### src/rtl/mem_arb_pkg.sv
// Shared types and constants for the unified-memory arbiter.
// Imported by the arbiter FSM and its watchdog.
package mem_arb_pkg;

    typedef enum logic [1:0] {
        IDLE = 2'd0,
        DATA = 2'd1,
        INST = 2'd2,
        RESP = 2'd3
    } arb_state_t;

    typedef enum logic {
        PORT_I = 1'b0,
        PORT_D = 1'b1
    } port_t;

    localparam logic [3:0] FETCH_SIZE       = 4'd8;
    localparam int         DEFAULT_MAX_WAIT = 15;

    // Pick the 32-bit instruction out of a 64-bit memory word.
    function automatic logic [31:0] word_sel(
        input logic [63:0] d,
        input logic        hi
    );
        return hi ? d[63:32] : d[31:0];
    endfunction

endpackage

### src/rtl/arb_watchdog.sv
// Wait counter for an in-flight memory access.
// Cleared on access start; flags expiry once MAX_WAIT cycles have elapsed.
module arb_watchdog
    import mem_arb_pkg::*;
#(
    parameter int MAX_WAIT = DEFAULT_MAX_WAIT
) (
    input  logic clk,
    input  logic reset,
    input  logic clear,
    input  logic enable,
    output logic expired
);

    logic [7:0] cnt_q;
    logic [7:0] cnt_d;

    always_comb begin
        cnt_d = cnt_q;
        if (clear) begin
            cnt_d = 8'd0;
        end else if (enable && (cnt_q != 8'hFF)) begin
            cnt_d = cnt_q + 8'd1;
        end
    end

    always_ff @(posedge clk or negedge reset) begin
        if (!reset) begin
            cnt_q <= 8'd0;
        end else begin
            cnt_q <= cnt_d;
        end
    end

    assign expired = enable && (cnt_q == 8'(MAX_WAIT));

endmodule

### src/rtl/mem_arbiter.sv
// Single-port memory arbiter sharing one 64-bit memory between IF and MEM.
// Data requests win; every access ends with a one-cycle ready pulse.
module mem_arbiter
    import mem_arb_pkg::*;
#(
    parameter int MAX_WAIT = DEFAULT_MAX_WAIT
) (
    input  logic        clk,
    input  logic        reset,
    input  logic        if_req,
    input  logic [63:0] if_addr,
    output logic        if_ready,
    output logic [31:0] if_instr,
    input  logic        d_req,
    input  logic        d_we,
    input  logic [63:0] d_addr,
    input  logic [63:0] d_wdata,
    input  logic [3:0]  d_size,
    output logic        d_ready,
    output logic [63:0] d_rdata,
    output logic        mem_req,
    output logic        mem_we,
    output logic [63:0] mem_addr,
    output logic [63:0] mem_wdata,
    output logic [3:0]  mem_size,
    input  logic        mem_ready,
    input  logic [63:0] mem_rdata,
    output logic        if_stall,
    output logic        d_stall,
    output logic        timeout_err
);

    arb_state_t  state_q, state_d;
    logic        mem_req_q, mem_req_d;
    logic        we_q, we_d;
    logic [63:0] addr_q, addr_d;
    logic [63:0] wdata_q, wdata_d;
    logic [3:0]  size_q, size_d;
    logic        if_ready_q, if_ready_d;
    logic        d_ready_q, d_ready_d;
    logic [31:0] if_instr_q, if_instr_d;
    logic [63:0] d_rdata_q, d_rdata_d;
    logic        timeout_q, timeout_d;

    logic        wd_clear;
    logic        wd_enable;
    logic        wd_expired;
    logic [63:0] rsp_data;
    port_t       served;

    assign wd_enable = (state_q == DATA) || (state_q == INST);
    assign served    = (state_q == DATA) ? PORT_D : PORT_I;

    arb_watchdog #(
        .MAX_WAIT (MAX_WAIT)
    ) u_watchdog (
        .clk     (clk),
        .reset   (reset),
        .clear   (wd_clear),
        .enable  (wd_enable),
        .expired (wd_expired)
    );

    always_comb begin
        state_d    = state_q;
        mem_req_d  = mem_req_q;
        we_d       = we_q;
        addr_d     = addr_q;
        wdata_d    = wdata_q;
        size_d     = size_q;
        if_ready_d = 1'b0;
        d_ready_d  = 1'b0;
        if_instr_d = if_instr_q;
        d_rdata_d  = d_rdata_q;
        timeout_d  = timeout_q;
        wd_clear   = 1'b0;
        rsp_data   = 64'd0;

        unique case (state_q)
            IDLE: begin
                if (d_req) begin
                    state_d   = DATA;
                    mem_req_d = 1'b1;
                    we_d      = d_we;
                    addr_d    = d_addr;
                    wdata_d   = d_wdata;
                    size_d    = d_size;
                    wd_clear  = 1'b1;
                end else if (if_req) begin
                    state_d   = INST;
                    mem_req_d = 1'b1;
                    we_d      = 1'b0;
                    addr_d    = if_addr & ~64'h3;
                    wdata_d   = 64'd0;
                    size_d    = FETCH_SIZE;
                    wd_clear  = 1'b1;
                end
            end
            DATA, INST: begin
                // A late mem_ready on the expiry cycle still counts as success.
                if (mem_ready || wd_expired) begin
                    state_d   = RESP;
                    mem_req_d = 1'b0;
                    rsp_data  = mem_ready ? mem_rdata : 64'd0;
                    if (!mem_ready) begin
                        timeout_d = 1'b1;
                    end
                    if (served == PORT_D) begin
                        d_ready_d = 1'b1;
                        if (!we_q) begin
                            d_rdata_d = rsp_data;
                        end
                    end else begin
                        if_ready_d = 1'b1;
                        if_instr_d = word_sel(rsp_data, addr_q[2]);
                    end
                end
            end
            RESP: begin
                state_d = IDLE;
            end
            default: begin
                state_d = IDLE;
            end
        endcase
    end

    always_ff @(posedge clk or negedge reset) begin
        if (!reset) begin
            state_q    <= IDLE;
            mem_req_q  <= 1'b0;
            we_q       <= 1'b0;
            addr_q     <= 64'd0;
            wdata_q    <= 64'd0;
            size_q     <= 4'd0;
            if_ready_q <= 1'b0;
            d_ready_q  <= 1'b0;
            if_instr_q <= 32'd0;
            d_rdata_q  <= 64'd0;
            timeout_q  <= 1'b0;
        end else begin
            state_q    <= state_d;
            mem_req_q  <= mem_req_d;
            we_q       <= we_d;
            addr_q     <= addr_d;
            wdata_q    <= wdata_d;
            size_q     <= size_d;
            if_ready_q <= if_ready_d;
            d_ready_q  <= d_ready_d;
            if_instr_q <= if_instr_d;
            d_rdata_q  <= d_rdata_d;
            timeout_q  <= timeout_d;
        end
    end

    assign mem_req     = mem_req_q;
    assign mem_we      = we_q;
    assign mem_addr    = addr_q;
    assign mem_wdata   = wdata_q;
    assign mem_size    = size_q;
    assign if_ready    = if_ready_q;
    assign d_ready     = d_ready_q;
    assign if_instr    = if_instr_q;
    assign d_rdata     = d_rdata_q;
    assign timeout_err = timeout_q;

    assign if_stall = if_req & ~if_ready_q;
    assign d_stall  = d_req & ~d_ready_q;

endmodule

### config.mk
export PLATFORM = sky130hd
export DESIGN_NAME = mem_arbiter
export DESIGN_NICKNAME = d
export VERILOG_FILES = /design/src/rtl/mem_arb_pkg.sv /design/src/rtl/arb_watchdog.sv /design/src/rtl/mem_arbiter.sv
export SDC_FILE = /design/constraint.sdc
export NUM_CORES = 1
export LEC_CHECK = 0
export CORE_AREA = 2 2 196 198
export CTS_CLUSTER_DIAMETER = 60
export DETAILED_ROUTE_END_ITERATION = 6
export DIE_AREA = 0 0 198 200
export PLACE_DENSITY = 0.56
export SLEW_MARGIN = 20
export SYNTH_ARGS = -nofsm -noshare
export SYNTH_HDL_FRONTEND = slang
export SYNTH_SLANG_ARGS = --single-unit
### constraint.sdc
create_clock -name clk -period 2.55 [get_ports clk]
set_input_delay 0.51 -clock clk [delete_from_list [all_inputs] [get_ports clk]]
set_output_delay 0.51 -clock clk [all_outputs]
set_load 0.05 [all_outputs]
[After elaboration in Yosys (flattened, before gate mapping)]
Cells that the tools add are included.
Storage, ports and cells
  output and inout port bits: 235
  word-level logic and storage cells: 72
  input port bits: 266
  register bits after elaboration: 243
Operators by class
  bitwise gates (word level): 7
  equal/unequal tests: 7
  $add $sub $neg: 1
  reduce and logical (&&, ||, !) cells: 15
  muxes and demuxes: 30
Operators by type and width (count)
  64-bit two-way mux: 5
  32-bit two-way mux: 1
  8-bit two-way mux: 2
  1-bit two-way mux: 15
  3-bit AND reduction: 3
  8-bit by 1-bit adder with 8-bit output (second input constant): 1
  8-bit by 4-bit == test with 1-bit output (second input constant): 1
  4-bit two-way mux: 2
  8-bit inequality test (second input constant): 1
  2-bit two-way mux: 3
  2-bit one-hot mux with 3 select lines: 1
  2-bit nonzero test: 3
  1-bit inverter: 5
  2-bit == test (second input constant): 2
  2-bit AND reduction: 2
  4-bit AND reduction: 1
  3-bit inequality test (second input constant): 1
  1-bit bitwise AND: 2
  2-bit by 1-bit == test with 1-bit output (second input constant): 1
  1-bit logical AND: 2
  2-bit logical NOT: 1
  1-bit logical OR: 2
  2-bit inequality test (second input constant): 1
  1-bit one-hot mux with 2 select lines: 1
  2-bit OR reduction: 1

[Depth between registers and ports, before layout]
Gate-level depths: netlist (run 1).
  depth after elaboration: 6
  gate-level depth with buffers: 8

[Cells and area by module]
From an unflattened synthesis (run 1), not the netlist that was laid out.
Unflattened totals
  cell total of the unflattened synthesis: 930
  area, all modules: 10744.1 µm²
By module, submodules not included
  mem_arbiter: cells an instance 882, area an instance 10253.6 µm², instances 1
  arb_watchdog: cells an instance 48, area an instance 490.5 µm², instances 1

[Worst setup path after synthesis (run 1)]
OpenSTA, ideal clock, no wires.
  path kind: input to output
  from: input d_req
  to: output d_stall
  arrival: 2028 ps
  buffers on the path: 3
  slack: 12 ps
  stages: 4
  required time: 2040 ps
  cells stage by stage: buf_2 > buf_2 > buf_1 > nor2b_1
On the way
  cells in the longest elaborated chain, start to end: 1
Ends and longest elaborated chain
  from (decl): RTL line mem_arbiter.sv:14  | input logic d_req,
  1-bit bitwise AND: RTL line mem_arbiter.sv:168  | assign d_stall = d_req & ~d_ready_q;
  to (decl): RTL line mem_arbiter.sv:29  | output logic d_stall,
No other way between the ends.

[Worst setup path after layout (run 1)]
  from: register addr_q[49], in the netlist mem_addr[49]
  to: output mem_addr[49]
RTL lines
  from (decl): RTL line mem_arbiter.sv:36  | logic [63:0] addr_q, addr_d;
  from (signal assigned): RTL line mem_arbiter.sv:145  | addr_q <= addr_d;
  to (decl): RTL line mem_arbiter.sv:23  | output logic [63:0] mem_addr,
No word-level cell between the ends.

==> parameters.txt, run 1 <==
Parameter                              Value

Logic synthesis
  Mapped Area ... 9839 µm²
  Share of synthesized cell area in and, or, nand and nor gates ... 4.718%
  Number of cells produced by synthesis ... 766
  Syn_area_per_cell ... 12.85 µm²
  Number of warnings reported in the yosys synthesis log ... 0
  Async set or reset register ratio after synthesis ... 100.0%
  Number of synthesized flops with an enable pin ... 0
  Top post-synthesis cells by area ... dfrtp_1 62%, a22o_1 12%, mux2i_1 9.6%, o21ai_0 3.4%, o2bb2ai_1 2.8%
  Complex-gate fraction of the synthesized area ... 19.23%
  Post-synthesis cell type with the largest combined area ... dfrtp_1
  Main synth FF type ... dfrtp_1
  Portion of the post-synthesis area used by sequential elements ... 61.80%
  Multiplexer fraction of the synthesized cell area ... 9.563%
  Commonest cells in the synthesized netlist ... 243 x dfrtp_1, 130 x a22o_1, 94 x mux2i_1
  Area share of the largest cell type after synthesis ... 61.80%
  Net Count, Synth ... 1,036
  Register bit count reported by yosys ... 243
  Post-Synth XOR/XNOR Area ... 0.3561%
  Adder-cell share of the synthesized area ... 0.5086%
  Count of distinct cell types in the synthesized netlist ... 39
  Main combinational cell family by area after synthesis ... compound AO/OA/AOI/OAI gates
  Most numerous cell in the Yosys netlist ... dfrtp_1

Timing
  Count of endpoints failing setup in the final report ... 0
  Crit path setup slack, layout ... 214.7 ps
  Worst slew margin ... 55.26%
  Hold Worst Slack ... 439.5 ps
  RSZ-0062 raised after global routing ... no
  Total negative slack ... 0 ps
  Number of hold-slack violations in the final timing report ... 0
  Skew final ... 7.622 ps
  Actual transition at the worst max-transition pin ... 668.9 ps
  Ratio of final minimum period to clock period ... 91.58%
  Final min period ... 2335 ps
  Number of max-slew violations in the final report ... 0
  Highest clock frequency the design can meet ... 0.4282 GHz

Setup path
  CP Buf/Inv Count ... 1
  Max stage delay on crit path ... 920 ps
  Req. time, crit path ... 2040 ps
  Data arrival at the endpoint of the critical path ... 1830 ps
  Worst setup SP type ... flop
  Slowest-stage cell, CP ... clkdlybuf4s50_1
  Cells on worst reg2reg path ... 8
  Worst-path fanout max ... 2
  Cell-by-cell listing of the critical path ... clkdlybuf4s50_1
  Category of the critical setup timing path ... flop to output pin
  R2R Setup Slk ... 570 ps
  Launching point of the worst reg2reg path ... state_q[0]
  Worst reg2reg path endpoint ... if_instr[25]
  Top delay family on crit path ... buffers and inverters
  Endpoint kind of the worst setup timing path ... output pin

Clocking
  H-Tree Level Count ... 1
  Number of buffers created by CTS ... 29
  Clock insertion delay at the later pin of the skew report ... 540 ps
  Clock Sinks ... 243
  Root cell of the clock tree ... clkbuf_16
  CTS tree ... done
  Clock-pin slew on the worst setup and hold paths ... 60 ps
  Number of buffers added for setup after CTS ... 0
  Maximum buffer depth of the clock tree ... 3

Global routing
  Global-route total usage across every layer ... 17.34%
  Antenna violations before repair ... 6
  Via count of the first global-routing pass ... 8,319
  Wire length of the first global-routing pass ... 52,230 µm
  Largest net degree at the start of global routing ... 128
  Global-route congestion overflow total ... 0

Finish
  # diodes ... 0
  Filler-free cell count of the finished design ... 1,790
  Final net count ... 1,527
  Area Growth Syn to Fin ... 66.77%
  Layout cell share with drive strength beyond 1 ... 7.271%
  Filler cells ... 3,558
  Post-layout instance area ... 16,410 µm²

Drt
  Post-Route WL ... 36,150 µm
  First-pass DRT Iterations ... 4
  Number of design rule violations left after detail routing ... 0
  Mean number of vias per cell ... 4.554
  Count of vias placed by the detailed router ... 8,152
  Number of routed nets with antenna violations ... 0
  Routed wire per std cell ... 20.19 µm
  Number of DRC markers in iteration 0 ... 276

Placed design
  Placed cells ... 1,736
  GPL Wtd Cong ... 0.7576
  Instance area after placement ... 15,460 µm²
  Detail Placement HPWL ... 26,960 µm
  Total of buffers placed on input and output ports ... 498
  Worst slack at placement ... 458.4 ps

Worst hold path
  Hold depth ... 3
  Origin of the worst min-delay path ... d_req
  Endpoint of the worst hold-timing path ... state_q[0]
  Path type of the worst min-delay path ... input port to flop

Floorplanning
  Number of standard-cell rows in the floorplan ... 71
  Die H ... 200 µm
  Io pins ... 501
  Initial core utilization ... 26.31%
  Chip width ... 198 µm
  Area of the die ... 39,600 µm²
  Core outline area ... 37,400 µm²

Run
  Max Cap Viol ... 0

Power
  Static leakage power ... 0.007182 µW
  Power density over the cells ... 1475 nW/µm²
  Max IR drop VDD ... 0.5768 mV

Outcome
  Outcome ... complete, no violations
==> worst register-to-register path, cell delays in order (launching register included) <==
cell,delay [ps]
dfrtp_1,380
inv_1,70
ha_1,310
buf_4,170
nand2_1,150
o21ai_4,100
nand2b_1,100
buf_4,400
o2bb2ai_1,230
==> report_power, final <==
group / internal [µW] / leakage [µW] / switching (µW)
Sequential: 5570 / 0.00306 / 1030
Clock: 2440 / 0.000452 / 1630
Combinational: 4750 / 0.00367 / 8790
Total: 12800 / 0.00718 / 11500
==> logic make-up (layout without fill, tap and decap cells) <==
logic type	Yosys count	after routing
xor gates and xnor gates	4	4
DFF	243	243
and+or+nand+nor	103	103
buffers and inverters	70	583
AOI/OAI and AO/OA	248	248
muxes	94	94
adders and majority gates	4	4
==> layout make-up <==
cell class | instances | area, µm² | share of cell area [%]
Clock inverter | 10 | 107.6 | 0.6557
Multi-Input combinational cell | 453 | 3400 | 20.72
Tap cell | 511 | 639.4 | 3.896
Clock buffer | 43 | 828.3 | 5.048
Sequential cell | 243 | 6082 | 37.06
Timing Repair Buffer | 524 | 5330 | 32.48
Inverter | 6 | 22.52 | 0.1372
==> repair_timing <==
action	4_1_cts	5_1_grt
hold buffers	1	0
hold endpoints to repair	44	0
setup endpoints to repair	0	0
gates resized for setup	0	0
==> sequential cells by signal, summed over array words and instances (netlist names) <==
name	cells
d_rdata	64
if_instr	32
mem_addr	64
mem_size	4
timeout_err	1
state_q	2
mem_wdata	64
if_ready	1
mem_we	1
mem_req	1
d_ready	1
u_watchdog.cnt_q	8
==> routing by layer <==
layer	routed length [µm]	part of all wire (%)	vias to the layer above	track usage, %
met5	50	0.14	-	0
met4	1052	2.9	8	4.734
met3	3082	8.5	56	5.427
met2	17580	49	365	30.20
met1	14380	40	3925	20.72
li1	-	-	3798	-
==> metrics by stage <==
step                      utilization (%)  power (µW)
final                               43.88       24210
after global routing                43.88       25360
after CTS                           43.88       24490
after detailed placement            41.35       20310
after global placement              41.35       20220
after floorplan                         -       15130
==> placed cells by master, fill, tap and decap left out, drive strengths merged, types with 2 or more instances in the layout <==
master,Yosys,layout
nand2b,3,3
clkbuf,31,43
clkinv,0,5
and2,3,3
buf,33,34
clkdlybuf4s50,0,489
and3,2,2
nand2,70,70
nor2b,5,5
nor2,7,7
inv,6,6
a21oi,7,7
a31oi,4,4
nand3,3,3
ha,4,4
xnor2,2,2
xor2,2,2
bufinv,0,2
dfrtp,243,243
o21ai,69,69
o2bb2ai,32,32
clkinvlp,0,3
mux2i,94,94
a22o,134,134
nand4,3,3
==> worst max-delay path by stage <==
stage | slack (ps) | endpoint | cells past startpoint | startpoint
final | 210 | mem_addr[49] | 1 | mem_addr[49]
after global routing | 180 | mem_addr[49] | 1 | mem_addr[49]
after CTS | 180 | mem_addr[49] | 1 | mem_addr[49]
after detailed placement | 460 | if_instr[25] | 6 | mem_ready
after global placement | 520 | d_rdata[28] | 5 | mem_ready
after floorplan | 10 | d_stall | 4 | d_req
No activity file was read; power rests on OpenSTA's default activity.
==> run 2, diff against run 1 <==
==> constraint.sdc (replaced) <==
create_clock -name clk -period 2.55 [get_ports clk]
set_input_delay 0.51 -clock clk [delete_from_list [all_inputs] [get_ports clk]]
set_output_delay 0.51 -clock clk [all_outputs]
set_load 0.02 [all_outputs]
==> parameters.txt, run 2 (synthesized netlist as in run 1, its figures left out) <==
Parameter                              Value

Clocking
  H-Tree Level Count ... 1 (unchanged)
  Clock Sinks ... 243 (unchanged)
  Root cell of the clock tree ... clkbuf_16
  Hold-fix buffers, CTS ... 1 (unchanged)
  CTS tree ... done
  Clock-pin slew on the worst setup and hold paths ... 60 ps (about the same)
  Maximum buffer depth of the clock tree ... 3 (unchanged)
  Number of cells upsized or downsized after cts ... 0 (unchanged)
  Clock insertion delay at the later pin of the skew report ... 550 ps (about the same)
  Number of buffers added for setup after CTS ... 0 (unchanged)
  Number of buffers created by CTS ... 30 (+3.4%)

Drt
  Routed wire per std cell ... 20.05 µm (-0.73%)
  First-pass DRT Iterations ... 4 (unchanged)
  Number of design rule violations left after detail routing ... 0 (unchanged)
  Mean number of vias per cell ... 4.555 (about the same)
  Number of routed nets with antenna violations ... 0 (unchanged)
  Number of DRC markers in iteration 0 ... 326 (+18%)
  Count of vias placed by the detailed router ... 8,154 (+0.025%)
  Post-Route WL ... 35,880 µm (-0.73%)

Timing
  Actual transition at the worst max-transition pin ... 634.6 ps (-34.31 ps)
  Total negative slack ... 0 ps (unchanged)
  Count of endpoints failing setup in the final report ... 0 (unchanged)
  Highest clock frequency the design can meet ... 0.4511 GHz (+5.3%)
  Final min period ... 2217 ps (-118.4 ps)
  Number of hold-slack violations in the final timing report ... 0 (unchanged)
  Ratio of final minimum period to clock period ... 86.94% (-4.6 points)
  Worst slew margin ... 57.69% (+2.4 points)
  RSZ-0062 raised after global routing ... no
  Number of max-slew violations in the final report ... 0 (unchanged)
  Skew final ... 17.16 ps (+9.539 ps)

Floorplanning
  Chip width ... 198 µm (unchanged)
  Core outline area ... 37,400 µm² (unchanged)
  Initial core utilization ... 26.31% (unchanged)
  Area of the die ... 39,600 µm² (unchanged)
  Die H ... 200 µm (unchanged)
  Io pins ... 501 (unchanged)
  Number of standard-cell rows in the floorplan ... 71 (unchanged)

Global routing
  Global-route total usage across every layer ... 17.26% (-0.078 points)
  Global-route congestion overflow total ... 0 (unchanged)
  Wire length of the first global-routing pass ... 52,100 µm (-0.26%)
  Via count of the first global-routing pass ... 8,358 (+0.47%)
  Largest net degree at the start of global routing ... 72 (-44%)
  Antenna violations before repair ... 6 (unchanged)

Setup path
  Max stage delay on crit path ... 610 ps (-310 ps)
  Req. time, crit path ... 2040 ps (about the same)
  Worst-path fanout max ... 2 (unchanged)
  Top delay family on crit path ... buffers and inverters
  Slowest-stage cell, CP ... clkdlybuf4s50_1
  Endpoint kind of the worst setup timing path ... output pin
  Cell-by-cell listing of the critical path ... clkdlybuf4s50_1 > nor2b_1 > clkdlybuf4s50_1
  Data arrival at the endpoint of the critical path ... 1710 ps (-120 ps)
  Cell type with the highest occurrence count on the critical path ... clkdlybuf4s50_1
  CP Buf/Inv Count ... 2 (+1)
  Worst setup SP type ... input port
  Category of the critical setup timing path ... input port to output pin

Finish
  Commonest cells after routing, fill and taps aside ... 496 x clkdlybuf4s50_1, 242 x dfrtp_1, 130 x a22o_1, 94 x mux2i_1, 70 x nand2_1
  Final net count ... 1,527 (unchanged)
  Most frequent standard cell in the layout excluding fill and tap cells ... clkdlybuf4s50_1
  Area Growth Syn to Fin ... 67.49%
  Layout cell share with drive strength beyond 1 ... 6.959% (-0.31 points)
  # diodes ... 0 (unchanged)

Power
  Power density over the cells ... 1258 nW/µm² (-15%)
  Total power ... 20,730 µW (-14%)
  Static leakage power ... 0.007208 µW (+0.36%)
  Max IR drop VDD ... 0.4785 mV (-17%)

Placed design
  Total of buffers placed on input and output ports ... 498 (unchanged)
  Detail Placement HPWL ... 26,770 µm (-0.72%)
  GPL Wtd Cong ... 0.7495 (-1.1%)

Outcome
  Outcome ... complete, no violations

Worst hold path
  Path type of the worst min-delay path ... flop to flop

Run
  Max Cap Viol ... 0 (unchanged)
## run 2: changes by cell type in the layout (fill, tap and decap cells not counted), sizes merged
cell / before / now
buf: 34 / 26
inv: 6 / 8
clkinvlp: 3 / 2
clkinv: 5 / 3
clkdlybuf4s50: 489 / 496
clkbuf: 43 / 45
## run 2: through the flow
| step | hold WS (ps) | setup slack, ps | std cells | cell area [µm²] | utilization, % |
|---|---|---|---|---|---|
| after floorplan | 214.4 | 395.9 | 766 | 9839 | - |
| after global placement | 456.4 | 329.3 | 1735 | 15450 | 41.31 |
| after detailed placement | 457.0 | 318.1 | 1735 | 15450 | 41.31 |
| after CTS | 483.6 | 287.1 | 1790 | 16480 | 44.06 |
| after global routing | 495.4 | 213.7 | 1790 | 16480 | 44.06 |
| final | 477.2 | 333.1 | 1790 | 16480 | 44.06 |
## run 2: layer usage
layer	vias up	routed length (µm)	part of all wire (%)	global-route usage (%)
li1	3807	-	-	-
met1	3910	14050	39	20.51
met2	373	17600	49	30.02
met3	56	3356	9.4	6.015
met4	8	816	2.3	4.094
met5	-	60	0.17	0
## run 2: path summary, 6_finish.rpt
| path | startpoint | end | slack [ps] | cells after the start |
|---|---|---|---|---|
| setup reg to reg | state_q[0] | if_instr[23] | 560 | 8 |
| hold / removal | mem_addr[21] | mem_addr[21] | 480 | 2 |
| hold reg to reg | mem_addr[21] | mem_addr[21] | 480 | 2 |
| setup / recovery | if_req | if_stall | 330 | 3 |
| max in group asynchronous | reset | d_rdata[55] | 1330 | 3 |
| min in group asynchronous | reset | d_rdata[38] | 500 | 2 |
## run 2: tightest hold or removal path: cells and delay by family, from the launching register on
kind            cells  cell delay (ps)
simple gates        1               40
compound gates      1               60
flops               1              340
## run 2: area by class of cell
class	instances	area, µm²
clock inverter	9	112.6
multi-input combinational	453	3400
sequential	243	6082
timing repair buffer	523	5315
tap	511	639.4
fill	3479	20920
inverter	6	22.52
clock buffer	45	908.4
## run 2: power breakdown
part	internal, µW	switching, µW
clock network	2650	1670
logic	4800	5080
registers	5570	953
